[config.mk]
export PLATFORM = sky130hd
export DESIGN_NAME = pipeline_mem_arbiter
export DESIGN_NICKNAME = d
export VERILOG_FILES = /design/src/rtl/pipeline_mem_arbiter.sv
export SDC_FILE = /design/constraint.sdc
export NUM_CORES = 1
export LEC_CHECK = 0
export CORE_MARGIN = 2
export CORE_UTILIZATION = 41
export CTS_CLUSTER_DIAMETER = 100
export DETAILED_ROUTE_END_ITERATION = 10
export HOLD_SLACK_MARGIN = 0.05
export PLACE_DENSITY_LB_ADDON = 0.3
export SLEW_MARGIN = 25
export SYNTH_ARGS = -nofsm -noshare
export SYNTH_HDL_FRONTEND = slang
export SYNTH_SLANG_ARGS = --single-unit
[constraint.sdc]
create_clock -name clk -period 2.04 [get_ports clk]
set_input_delay 0.306 -clock clk [delete_from_list [all_inputs] [get_ports clk]]
set_output_delay 0.306 -clock clk [all_outputs]
set_load 0.02 [all_outputs]
[src/rtl/pipeline_mem_arbiter.sv]
// rtl/pipeline_mem_arbiter.sv - data-priority arbiter sharing one memory between fetch and data ports
// Optional one-entry fetch buffer enabled by defining ARB_FETCH_BUF_EN.
module pipeline_mem_arbiter #(
    parameter int          TIMEOUT  = 15,
    parameter logic [31:0] NOP_INST = 32'h0000_0013
) (
    input  logic        clk,
    input  logic        rst,
    input  logic        if_req,
    input  logic [31:0] if_addr,
    output logic [31:0] if_inst,
    output logic        if_ready,
    input  logic        d_req,
    input  logic        d_we,
    input  logic [31:0] d_addr,
    input  logic [31:0] d_wdata,
    output logic [31:0] d_rdata,
    output logic        d_ready,
    output logic        mem_req,
    output logic        mem_we,
    output logic [31:0] mem_addr,
    output logic [31:0] mem_wdata,
    input  logic [31:0] mem_rdata,
    input  logic        mem_ack,
    output logic        timeout_err
);
    typedef enum logic [1:0] {IDLE, BUSY_I, BUSY_D} state_t;

    localparam logic [7:0] TO_LAST = 8'(TIMEOUT - 1);

    state_t      r_state, w_next;
    logic [7:0]  r_cnt;
    logic        r_mem_req, r_mem_we, r_if_ready, r_d_ready, r_timeout_err;
    logic [31:0] r_mem_addr, r_mem_wdata, r_if_inst, r_d_rdata;
    logic        w_d_ok, w_i_ok, w_timeout, w_busy;
    logic        w_grant_d, w_grant_i, w_buf_serve, w_buf_hit;
    logic [31:0] w_buf_inst;

    // A requester whose ready is high this cycle is still holding the completed request.
    assign w_d_ok    = d_req & ~r_d_ready;
    assign w_i_ok    = if_req & ~r_if_ready;
    assign w_busy    = (r_state == BUSY_I) || (r_state == BUSY_D);
    assign w_timeout = ~mem_ack && (r_cnt == TO_LAST);

`ifdef ARB_FETCH_BUF_EN
    logic        r_buf_valid;
    logic [31:0] r_buf_addr, r_buf_inst;

    assign w_buf_hit  = r_buf_valid && (r_buf_addr == if_addr);
    assign w_buf_inst = r_buf_inst;

    always_ff @(posedge clk or negedge rst) begin
        if (!rst) begin
            r_buf_valid <= 1'b0;
            r_buf_addr  <= '0;
            r_buf_inst  <= '0;
        end else if ((r_state == BUSY_I) && mem_ack) begin
            r_buf_valid <= 1'b1;
            r_buf_addr  <= r_mem_addr;
            r_buf_inst  <= mem_rdata;
        end else if (w_grant_d && d_we) begin
            r_buf_valid <= 1'b0;
        end
    end
`else
    assign w_buf_hit  = 1'b0;
    assign w_buf_inst = '0;
`endif

    always_ff @(posedge clk or negedge rst) begin
        if (!rst) r_state <= IDLE;
        else      r_state <= w_next;
    end

    always_comb begin
        w_next      = r_state;
        w_grant_d   = 1'b0;
        w_grant_i   = 1'b0;
        w_buf_serve = 1'b0;
        case (r_state)
            IDLE: begin
                if (w_d_ok) begin
                    w_next    = BUSY_D;
                    w_grant_d = 1'b1;
                end else if (w_i_ok) begin
                    if (w_buf_hit) begin
                        w_buf_serve = 1'b1;
                    end else begin
                        w_next    = BUSY_I;
                        w_grant_i = 1'b1;
                    end
                end
            end
            BUSY_I, BUSY_D: begin
                if (mem_ack || w_timeout) w_next = IDLE;
            end
            default: w_next = IDLE;
        endcase
    end

    always_ff @(posedge clk or negedge rst) begin
        if (!rst) begin
            r_cnt         <= '0;
            r_mem_req     <= 1'b0;
            r_mem_we      <= 1'b0;
            r_mem_addr    <= '0;
            r_mem_wdata   <= '0;
            r_if_inst     <= '0;
            r_d_rdata     <= '0;
            r_if_ready    <= 1'b0;
            r_d_ready     <= 1'b0;
            r_timeout_err <= 1'b0;
        end else begin
            r_if_ready <= 1'b0;
            r_d_ready  <= 1'b0;
            if (w_grant_d) begin
                r_mem_req   <= 1'b1;
                r_mem_we    <= d_we;
                r_mem_addr  <= d_addr;
                r_mem_wdata <= d_wdata;
                r_cnt       <= '0;
            end else if (w_grant_i) begin
                r_mem_req   <= 1'b1;
                r_mem_we    <= 1'b0;
                r_mem_addr  <= if_addr;
                r_mem_wdata <= '0;
                r_cnt       <= '0;
            end else if (w_buf_serve) begin
                r_if_ready <= 1'b1;
                r_if_inst  <= w_buf_inst;
            end
            if (w_busy) begin
                if (mem_ack || w_timeout) begin
                    r_mem_req <= 1'b0;
                    r_mem_we  <= 1'b0;
                    if (r_state == BUSY_I) begin
                        r_if_ready <= 1'b1;
                        r_if_inst  <= mem_ack ? mem_rdata : NOP_INST;
                    end else begin
                        r_d_ready <= 1'b1;
                        r_d_rdata <= mem_ack ? mem_rdata : 32'h0;
                    end
                    if (!mem_ack) r_timeout_err <= 1'b1;
                end else begin
                    r_cnt <= r_cnt + 8'd1;
                end
            end
        end
    end

    assign mem_req     = r_mem_req;
    assign mem_we      = r_mem_we;
    assign mem_addr    = r_mem_addr;
    assign mem_wdata   = r_mem_wdata;
    assign if_inst     = r_if_inst;
    assign if_ready    = r_if_ready;
    assign d_rdata     = r_d_rdata;
    assign d_ready     = r_d_ready;
    assign timeout_err = r_timeout_err;
endmodule
==> impl_metrics.env, run 1 <==
export IMPL_die_area_sq_mm=0.0147
export IMPL_synth_yosys_warnings=0
export IMPL_min_period_ns=1.88
export IMPL_cts_repair_timing_setup_buffer_count=0
export IMPL_critical_path_peak_fanout=8
export IMPL_vias=4967
export IMPL_clock_sinks=143
export IMPL_global_route_wire_length_before_repair_mm=26.9
export IMPL_final_antenna_net_count=0
export IMPL_slowest_stage="sky130_fd_sc_hd__dfrtp_1"
export IMPL_postSynth_topFlopCell="sky130_fd_sc_hd__dfrtp_1"
export IMPL_antenna_cells=0
export IMPL_die_height_um=121
export IMPL_row_count=42
export IMPL_path_buf_inv=1
export IMPL_status="complete, no violations"
export IMPL_worst_ep_required_time_ns=2.34
export IMPL_timing_critical_path_from_type="register"
export IMPL_postSynthCellCount=447
export IMPL_grt_max_degree=46
export IMPL_syn_nets=586
export IMPL_worst_pin_slew_ns=0.460
export IMPL_worst_path_largest_cell_delay_ns=0.38
export IMPL_slew_headroom=0.693
export IMPL_initial_antenna_violation_count=0
export IMPL_detail_route_wirelength_mm=17.3
export IMPL_path_clk_slew_ns=0.06
export IMPL_synth_top_cells_by_count="143 x sky130_fd_sc_hd__dfrtp_1, 61 x sky130_fd_sc_hd__a32o_1, 36 x sky130_fd_sc_hd__a21oi_1, 36 x sky130_fd_sc_hd__nor2_1"
export IMPL_p_leak_nw=3.84
export IMPL_clock_fmax_ghz=0.531
export IMPL_power_density_mw_per_mm2=1650
export IMPL_core_sq_mm=0.0133
export IMPL_detailed_place_hpwl_mm=11.9
export IMPL_cts_root_to_sink_buffers=2
export IMPL_timing_hold_worst_class="in -> async"
export IMPL_timing_hold_violations_final=0
export IMPL_setup_tns_ns=0
export IMPL_synthToLayoutAreaGrowth_pct=63.0
export IMPL_unrepaired_setup_endpoints_after_global_routing="no"
export IMPL_ioPinCount=267
export IMPL_initial_core_util=0.422
export IMPL_clock_tree_root_cell="sky130_fd_sc_hd__clkbuf_16"
export IMPL_layout_cells_non_filler=896
export IMPL_syn_area_per_cell_sq_um=12.6
export IMPL_detailedRoute_firstPassIterationCount=5
export IMPL_worst_setup_path_type="reg -> reg"
export IMPL_filler_cell_count=989
export IMPL_grt_overflow_total=0
export IMPL_via_count_of_the_first_global_routing_pass=5175
export IMPL_drt_drc_violations_left=0
export IMPL_timing_final_setup_violations=0
export IMPL_synthDominantCellAreaShare=0.635
export IMPL_die_w_um=121
export IMPL_edff_count_synth=0
export IMPL_route_detailed_vias_per_inst=5.54
export IMPL_timing_max_cap_violations=0
export IMPL_most_common_cell_in_the_netlist="sky130_fd_sc_hd__dfrtp_1"
export IMPL_synth_area_leader_cell="sky130_fd_sc_hd__dfrtp_1"
export IMPL_period_share=0.923
export IMPL_netlist_cell_type_count=39
export IMPL_timing_critical_path_max_delay_family="compound AO/OA/AOI/OAI gates"
export IMPL_place_detailed_instances=863
export IMPL_skew_ns=0.00786
export IMPL_numPortBuffers=266
export IMPL_ctsHtreeMaxLevel=4
export IMPL_yosys_register_bits=143
export IMPL_dr_first_iter_drc_count=206
export IMPL_critical_path_endpoint_type="register"
export IMPL_timing_final_max_slew_violations=0
export IMPL_routabilityCongestion=0.839
export IMPL_synth_area_leaders="sky130_fd_sc_hd__dfrtp_1 63%, sky130_fd_sc_hd__a32o_1 11%, sky130_fd_sc_hd__a22o_1 5.0%"
export IMPL_groute_usage_overall=0.236
export IMPL_finish_net_count=846
export IMPL_synth_seq_area_share=0.635
export IMPL_post_synth_instance_area_sq_mm=0.00564
export IMPL_cts_buffers_inserted=17
export IMPL_clock_latency_ns=0.42
export IMPL_path_cells="inv_1, ha_1, nor2b_1, a21boi_4, nor2_1, a221o_1"
export IMPL_drive_above_1_share=0.0792
export IMPL_routed_wire_length_per_instance_um=19.3
export IMPL_fraction_of_registers_with_async_set_or_reset_after_synthesis=1.00
export IMPL_arrival_ns=2.18
export IMPL_cts_tree="yes"
export IMPL_vdd_ir_drop_max_uv=975
==> through the flow <==
step	cell area (sq um)	util	setup slack (ns)	hold slack [ns]	total power, mW
3_3_place_gp	8530	0.639	0.221	0.257	11.6
3_5_place_dp	8530	0.639	0.0975	0.263	11.8
5_1_grt	9190	0.688	0.0551	0.424	16.0
2_1_floorplan	5640	-	0.334	0.0104	8.31
4_1_cts	9180	0.688	0.102	0.403	15.3
6_report	9190	0.688	0.157	0.384	15.2
==> registers in the layout, indices dropped and copies added (netlist names) <==
signal	cells
d_rdata	32
d_ready	1
if_inst	32
if_ready	1
mem_addr	32
mem_req	1
mem_wdata	32
mem_we	1
r_cnt	8
r_state	2
timeout_err	1
==> final timing paths <==
check | cells past startpoint | to | startpoint | slack, ns
worst min-delay path | 2 | mem_addr[16]$_DFFE_PN0P_ | rst | 0.38
max in group asynchronous | 3 | d_rdata[18]$_DFFE_PN0P_ | rst | 1.06
worst max-delay path | 6 | r_cnt[2]$_DFF_PN0_ | r_state[1]$_DFFE_PN0P_ | 0.16
worst min register to register | 1 | timeout_err$_DFFE_PN0P_ | timeout_err$_DFFE_PN0P_ | 0.48
min in group clk | 3 | timeout_err$_DFFE_PN0P_ | mem_ack | 0.43
worst max register to register | 6 | r_cnt[2]$_DFF_PN0_ | r_state[1]$_DFFE_PN0P_ | 0.16
==> final cells by class <==
class / instances / area [sq um] / share of cell area
well taps: 176 / 220 / 0.0240
flip-flops and latches: 143 / 3580 / 0.389
clock inverters: 13 / 211 / 0.0230
clock buffers: 19 / 433 / 0.0471
repair buffers: 285 / 2880 / 0.313
multi-input cells: 257 / 1860 / 0.202
inverters: 3 / 11.3 / 0.00123
==> worst reg2reg max path, cell delays in order (launching register included) <==
cell and delay, ns:
sky130_fd_sc_hd__dfrtp_1 0.38, sky130_fd_sc_hd__inv_1 0.09, sky130_fd_sc_hd__ha_1 0.33, sky130_fd_sc_hd__nor2b_1 0.16, sky130_fd_sc_hd__a21boi_4 0.27, sky130_fd_sc_hd__nor2_1 0.15, sky130_fd_sc_hd__a221o_1 0.37
==> cell usage in the layout (no fill, tap or decap), types with 2 or more instances in the layout <==
cell type and n:
sky130_fd_sc_hd__clkdlybuf4s50_1 264, sky130_fd_sc_hd__dfrtp_1 143, sky130_fd_sc_hd__inv_1 3, sky130_fd_sc_hd__a211o_1 2, sky130_fd_sc_hd__a221o_1 3, sky130_fd_sc_hd__a21oi_1 36
sky130_fd_sc_hd__ha_1 5, sky130_fd_sc_hd__and2_1 3, sky130_fd_sc_hd__buf_4 12, sky130_fd_sc_hd__o22ai_1 32, sky130_fd_sc_hd__nand3_1 4, sky130_fd_sc_hd__a32o_1 61
sky130_fd_sc_hd__inv_6 2, sky130_fd_sc_hd__nor2b_1 4, sky130_fd_sc_hd__nor2_1 36, sky130_fd_sc_hd__nor3_1 3, sky130_fd_sc_hd__clkbuf_1 2, sky130_fd_sc_hd__o22a_1 3
sky130_fd_sc_hd__and3_1 4, sky130_fd_sc_hd__a22o_1 32, sky130_fd_sc_hd__clkinvlp_4 4, sky130_fd_sc_hd__o21ai_0 3, sky130_fd_sc_hd__o21a_1 2, sky130_fd_sc_hd__clkbuf_16 17
sky130_fd_sc_hd__bufinv_16 5, sky130_fd_sc_hd__buf_12 6, sky130_fd_sc_hd__nand2_1 8
==> timing repair <==
| action | CTS | global route |
|---|---|---|
| endpoints found under the hold margin | 42 | 0 |
| resized for setup | 0 | 1 |
| hold buffers | 1 | 0 |
| endpoints found under the setup margin | 0 | 3 |
==> routing by layer <==
layer / GRT usage / wire, um
met5: 0 / 0
met4: 0.0876 / 363
met3: 0.0949 / 1750
met2: 0.398 / 8550
met1: 0.271 / 6590
==> logic make-up after synthesis <==
group,share of synthesized area
adders and majority gates,0.0111
and+or+nand+nor,0.0593
buffers and inverters,0.0380
AOI/OAI and AO/OA,0.257
DFF,0.635
==> power by group <==
group          switching, mW  internal, mW  total (mW)
registers              0.714          4.06        4.77
clock network           1.20          2.17        3.38
logic                   3.63          3.40        7.03
total                   5.55          9.63        15.2
No activity file was read; power rests on OpenSTA's default activity.
==> inputs of run 2 (changes only) <==
- HOLD_SLACK_MARGIN: 0.05 -> not set
==> results of run 2 <==
Same layout as run 1: the final DEF is identical, and so are final timing and power.
